## src/rtl/sram_arbiter.sv

```systemverilog
// Two-port (video/sprite) read arbiter for an asynchronous SRAM, starvation-bounded for the sprite port.
// Latency: grant the cycle after the request is sampled, read data two cycles after the grant; one read per 2 cycles.
// Backpressure: a requester holds req until its gnt; losing or late requests wait for the next arbitration edge.
module sram_arbiter #(
    parameter int ADDR_W     = 20,
    parameter int DATA_W     = 16,
    parameter int STARVE_MAX = 4
) (
    input  logic              Clk,
    input  logic              Reset,
    input  logic              vid_req,
    input  logic [ADDR_W-1:0] vid_addr,
    output logic              vid_gnt,
    output logic [DATA_W-1:0] vid_rdata,
    output logic              vid_valid,
    input  logic              spr_req,
    input  logic [ADDR_W-1:0] spr_addr,
    output logic              spr_gnt,
    output logic [DATA_W-1:0] spr_rdata,
    output logic              spr_valid,
    output logic [ADDR_W-1:0] SRAM_ADDR,
    input  logic [DATA_W-1:0] SRAM_DQ,
    output logic              SRAM_CE_N,
    output logic              SRAM_OE_N,
    output logic              SRAM_WE_N,
    output logic              SRAM_UB_N,
    output logic              SRAM_LB_N
);

    localparam int CNT_W = $clog2(STARVE_MAX + 1);

    typedef enum logic [1:0] {IDLE, ISSUE, CAPTURE} state_t;

    state_t           state;
    logic             owner_spr;
    logic [CNT_W-1:0] starve_cnt;
    logic             any_req;
    logic             spr_wins;
    logic             starved;

    assign any_req  = vid_req | spr_req;
    assign starved  = (starve_cnt == CNT_W'(STARVE_MAX));
    assign spr_wins = spr_req & (~vid_req | starved);

    // Read-only port: byte lanes follow chip enable, write enable never asserts.
    assign SRAM_WE_N = 1'b1;
    assign SRAM_UB_N = SRAM_CE_N;
    assign SRAM_LB_N = SRAM_CE_N;

    always_ff @(posedge Clk or posedge Reset) begin
        if (Reset) begin
            state      <= IDLE;
            owner_spr  <= 1'b0;
            starve_cnt <= '0;
            SRAM_ADDR  <= '0;
            vid_rdata  <= '0;
            spr_rdata  <= '0;
            vid_gnt    <= 1'b0;
            spr_gnt    <= 1'b0;
            vid_valid  <= 1'b0;
            spr_valid  <= 1'b0;
            SRAM_CE_N  <= 1'b1;
            SRAM_OE_N  <= 1'b1;
        end else begin
            vid_gnt   <= 1'b0;
            spr_gnt   <= 1'b0;
            vid_valid <= 1'b0;
            spr_valid <= 1'b0;
            case (state)
                IDLE, CAPTURE: begin
                    if (state == CAPTURE) begin
                        if (owner_spr) begin
                            spr_rdata <= SRAM_DQ;
                            spr_valid <= 1'b1;
                        end else begin
                            vid_rdata <= SRAM_DQ;
                            vid_valid <= 1'b1;
                        end
                    end
                    // Arbitration edge: track how long a waiting sprite request has lost.
                    if (!spr_req || spr_wins)
                        starve_cnt <= '0;
                    else if (!starved)
                        starve_cnt <= starve_cnt + CNT_W'(1);
                    if (any_req) begin
                        state     <= ISSUE;
                        owner_spr <= spr_wins;
                        SRAM_ADDR <= spr_wins ? spr_addr : vid_addr;
                        vid_gnt   <= ~spr_wins;
                        spr_gnt   <= spr_wins;
                        SRAM_CE_N <= 1'b0;
                        SRAM_OE_N <= 1'b0;
                    end else begin
                        state     <= IDLE;
                        SRAM_CE_N <= 1'b1;
                        SRAM_OE_N <= 1'b1;
                    end
                end
                ISSUE: begin
                    state <= CAPTURE;
                end
                default: begin
                    state     <= IDLE;
                    SRAM_CE_N <= 1'b1;
                    SRAM_OE_N <= 1'b1;
                end
            endcase
        end
    end

endmodule

```

## config.mk

```make
export PLATFORM = sky130hd
export DESIGN_NAME = sram_arbiter
export DESIGN_NICKNAME = d
export VERILOG_FILES = /design/src/rtl/sram_arbiter.sv
export SDC_FILE = /design/constraint.sdc
export NUM_CORES = 1
export LEC_CHECK = 0
export BUFFER_PORTS_ARGS = -buffer_cell sky130_fd_sc_hd__buf_2
export CAP_MARGIN = 20
export CORE_MARGIN = 4
export CORE_UTILIZATION = 47
export DETAILED_ROUTE_END_ITERATION = 8
export GPL_ROUTABILITY_DRIVEN = 1
export PLACE_DENSITY = 0.8
export SLEW_MARGIN = 20
export SYNTH_ARGS = -nofsm -noshare
export SYNTH_HDL_FRONTEND = slang
export SYNTH_SLANG_ARGS = --single-unit
```

## constraint.sdc

```tcl
create_clock -name Clk -period 2.3 [get_ports Clk]
set_clock_uncertainty 0.2 [all_clocks]
set_input_delay 0.115 -clock Clk [delete_from_list [all_inputs] [get_ports Clk]]
set_output_delay 0.115 -clock Clk [all_outputs]
set_load 0.02 [all_outputs]
```

## After elaboration in Yosys (flattened, before gate mapping)

Cells that the tools add are included.

| operators by class | value |
|---|---|
| $add $sub $neg | 1 |
| $mul | 0 |
| div/mod/pow operators | 0 |
| magnitude comparators | 0 |
| eq/ne operators | 4 |
| shift operators | 0 |
| multiplexer cells | 17 |
| bitwise logic cells | 6 |
| reduce and logical (&&, ||, !) cells | 8 |

Operator list:

| operator | number |
|---|---|
| $mux 20 | 1 |
| $mux 1 | 12 |
| $mux 3 | 2 |
| $reduce_and 3->1 | 2 |
| $pmux 2 s2 | 1 |
| $reduce_and 2->1 | 2 |
| $add 3x1->3 const B | 1 |
| $eq 3x3->1 const B | 1 |
| $not 1->1 | 3 |
| $eq 2x1->1 const B | 1 |
| $eq 2x2->1 const B | 1 |
| $logic_not 2->1 | 1 |
| $ne 2x1->1 const B | 1 |
| $or 1x1->1 | 2 |
| $pmux 1 s2 | 1 |
| $reduce_or 2->1 | 1 |
| $and 1x1->1 | 1 |
| $logic_not 1->1 | 1 |
| $logic_or 1x1->1 | 1 |

| word-level totals | value |
|---|---|
| register bits | 63 |
| bits in latches | 0 |
| memory bits (writable) | 0 |
| bits in read-only memories | 0 |
| input bits | 60 |
| memories kept | 0 |

## Longest topological paths before layout

| depth | value |
|---|---|
| depth after elaboration | 6 |
| mapped depth | 6 |
| gate-level depth less buffers | 5 |

## Least setup slack after synthesis

Ideal clock, no wire load.

| timing | value |
|---|---|
| path type | reg-to-reg |
| start point | reg state[0] |
| end point | reg vid_rdata[0] |
| setup time | 0.125 ns |
| data arrival time | 1.363 ns |
| required time | 1.975 ns |
| slack | 0.612 ns |
| stages on the path, launching flop included | 5 |
| clock period less this slack | 1.688 ns |
| path through | dfrtp_1 -> buf_6 -> nor3b_4 -> buf_8 -> mux2_4 |

| on the way | value |
|---|---|
| longest elaborated chain between the ends | 3 |
| elaborated cells between the ends (all ways) | 4 |
| those cells by class | 1 x eq/ne; 3 x reduce/logical |

Ends and longest elaborated chain:

| what | RTL line | text |
|---|---|---|
| from (decl) | 34 | `state_t state;` |
| from (signal assigned) | 52 | `state <= IDLE;` |
| from (signal assigned) | 86 | `state <= ISSUE;` |
| from (signal assigned) | 94 | `state <= IDLE;` |
| $eq 2x2->1 or $logic_not 2->1 (tied branches) | 69, 71 |  |
| $reduce_or 2->1 | 69 | `case (state)` |
| $reduce_and 3->1 (no source line) (*) | - |  |
| to (signal assigned) | 56 | `vid_rdata <= '0;` |
| to (signal assigned) | 76 | `vid_rdata <= SRAM_DQ;` |
| to (decl) | 14 | `output logic [DATA_W-1:0] vid_rdata,` |

Every way passes the cells marked *; elsewhere a longest branch is shown, timed or not.
A chain may end at the register's enable or synchronous reset.

## Worst setup path after layout

| timing | value |
|---|---|
| start point | reg state[0] |
| end point | reg SRAM_ADDR[19] |

| on the way | value |
|---|---|
| longest elaborated chain between the ends | 3 |
| elaborated cells between the ends (all ways) | 4 |
| those cells by class | 1 x eq/ne; 3 x reduce/logical |

Ends and longest elaborated chain:

| what | RTL line | text |
|---|---|---|
| $eq 2x2->1 or $logic_not 2->1 (tied branches) | 69 |  |
| $reduce_or 2->1 (*) | 69 |  |
| $reduce_and 2->1 (no source line) (*) | - |  |
| to (signal assigned) | 88 | `SRAM_ADDR <= spr_wins ? spr_addr : vid_addr;` |
| to (decl) | 21 | `output logic [ADDR_W-1:0] SRAM_ADDR,` |

Marks and branches as above.

==> impl_metrics.ini <==
[die]
die_h_um = 83.5
die_width_um = 83.5
num_rows = 27
core_um2 = 5510
boundaryPins = 121
start_util_pct = 48.6
fp.dieArea_um2 = 6970

[setup_path]
critPathLaunchType = flip-flop
critPathKind = flip-flop to flip-flop
cp.arrival_ns = 1.96
path_max_fanout = 25
crit_required_ns = 2.28
end_kind = flip-flop
rr_worst_depth = 4

[drt]
routed-via-count = 2269
vias_per_cell = 4.94
routed_wl_mm = 7.00
first_iter_violations = 49
dr.pass1.iters = 4
drc = 0
drtAntennaViolNets = 0
post_drt_wl_per_cell_um = 15.3

[synthesis]
synth_top_area_share_pct = 57.9
ys_types = 35
syn_area_um2 = 2680
yosysSeqAreaShare_pct = 58.9
yosys-top-cells-area = dfrtp_1, mux2_2, mux2_4
synth_nets = 268
ys_warn_count = 0
synth-seq-cells = 63
synth_top_area_cell = dfrtp_1
synth-edff-count = 0
synthCells = 206
ys_top_cells_by_count = dfrtp_1, nand2_1, mux2_2
ys.flop_type = dfrtp_1
avgSynthCellArea_um2 = 13.0
synth_most_common_cell = dfrtp_1
synthArstFlopShare_pct = 100

[grt]
grt_pass1_wl_mm = 12.1
grt_pass1_vias = 2436
grtUsageMet2_pct = 34.9
grt_use_total_pct = 21.6
busiest_layer = met2
use_met1_pct = 26.5
antenna_found_initial = 0
grt_max_degree = 35
gr-total-overflow = 0
grtUsageMet3_pct = 8.39

[final_layout]
final_util_pct = 74.3
layout.nets = 444
area.sequential_um2 = 1580
stdcell_count = 459
fin_area_um2 = 4090
syn2layout_area_growth_pct = 52.9
multiInputGateArea_um2 = 978
n_antenna_cell = 0
final_layout_size_suffix_gt1_share_pct = 46.5
fillers = 348

[power_and_ir_drop]
irDropWorstVdd_mv = 0.545
power_density_nw_per_um2 = 1020
power_mw = 4.17
p_leak_nw = 2.01

[timing]
finalMaxSlewViolations = 0
rsz0062_at_grt = false
fin_crit_ns = 1.98
finalHoldViolations = 0
fin_ws_ns = 0.322
slew_headroom_pct = 38.4
fin_crit_sh_pct = 86.0
tns_ns = 0
tightest_slew_ns = 0.923
finalSetupViolations = 0
whs_ns = 0.0361
max_freq_mhz = 505

[clocking]
numCtsBuffers = 9
h-tree-depth = 3
cts_buffer_depth = 2
cts_tree = yes
path_clk_slew_ns = 0.07
clkSinkCount = 63
clk_latency_ns = 0.33
cts-root-buf = clkbuf_8

[outcome]
status = finished clean

[place]
place_inst = 386
dpl.hpwl_mm = 4.26
placed_area_um2 = 3320
pre_cts_ws_ns = 0.273
gp_congestion = 0.767
portBuffers = 119

[worst_hold_path]
holdPathStages = 4
worstHoldPathType = input port to flip-flop

[flow_run]
maxCapViolCount = 0
[worst paths after layout]
kind	from	to	slack, ns
worst max-delay path	state[0]	SRAM_ADDR[19]	0.32
max in group asynchronous	Reset	spr_rdata[7]	1.08
worst min-delay path	vid_req	starve_cnt[0]	0.04
min in group asynchronous	Reset	SRAM_ADDR[14]	0.21
worst max register to register	state[0]	SRAM_ADDR[19]	0.32
worst min register to register	SRAM_OE_N	SRAM_OE_N	0.29
[what timing repair did]
action | CTS | global route
endpoints found under the hold margin | 80 | 0
endpoints found under the setup margin | 0 | 2
setup buffers | 0 | 0
hold buffers | 57 | 0
gates resized for setup | 0 | 2
[worst max-delay path, stage by stage (launching register included)]
cell and delay (ns):
dfrtp_1 0.57, o21bai_2 0.47, inv_4 0.25, nand4_1 0.22, o211ai_1 0.12
[kinds of logic after synthesis]
kind of cell    share of synthesized area, %
flops                                   58.9
simple gates                            11.9
mux                                     14.7
compound gates                          8.83
buf+inv                                 4.53
fa+ha+maj                              0.934
other cells                            0.140
[layout by cell type (no fill, tap or decap), types with 2 or more instances in the layout]
| cell type | count |
|---|---|
| buf_2 | 119 |
| and2_1 | 3 |
| mux2_4 | 9 |
| clkbuf_8 | 11 |
| a221o_1 | 8 |
| nand2_1 | 29 |
| mux2_2 | 23 |
| buf_12 | 2 |
| dlygate4sd3_1 | 57 |
| nand3_1 | 2 |
| and2_0 | 6 |
| ha_1 | 2 |
| dfrtp_1 | 62 |
| o211ai_1 | 13 |
| clkinv_2 | 3 |
| nor2b_1 | 2 |
| inv_1 | 4 |
| nand4_1 | 11 |
| buf_4 | 2 |
[registers in the layout, indices dropped and copies added, names as in the netlist, 2 cells and up]
| signal | flops |
|---|---|
| SRAM_ADDR | 20 |
| spr_rdata | 16 |
| vid_rdata | 16 |
| starve_cnt | 3 |
| state | 2 |
[where the power goes]
group	total (mW)	internal (mW)	leakage [nW]	switching [mW]
clock	0.957	0.555	0.106	0.403
combinational	1.55	0.684	1.14	0.864
sequential	1.67	1.47	0.761	0.193
total	4.17	2.71	2.01	1.46
[area by class of cell]
cell class              count  share of cell area [%]
clock buffers              12                    3.79
clock inverters             4                    1.10
inverters                   6                   0.611
multi-input cells         122                    23.9
flip-flops and latches     63                    38.6
well taps                  72                    2.20
repair buffers            180                    29.8
[layer usage]
metal	vias to the layer above	share of wire (%)
met3	11	10
met1	1069	39
met5	-	0
met2	109	49
li1	1080	-
met4	0	1.3
(Power assumes the default switching activity.)
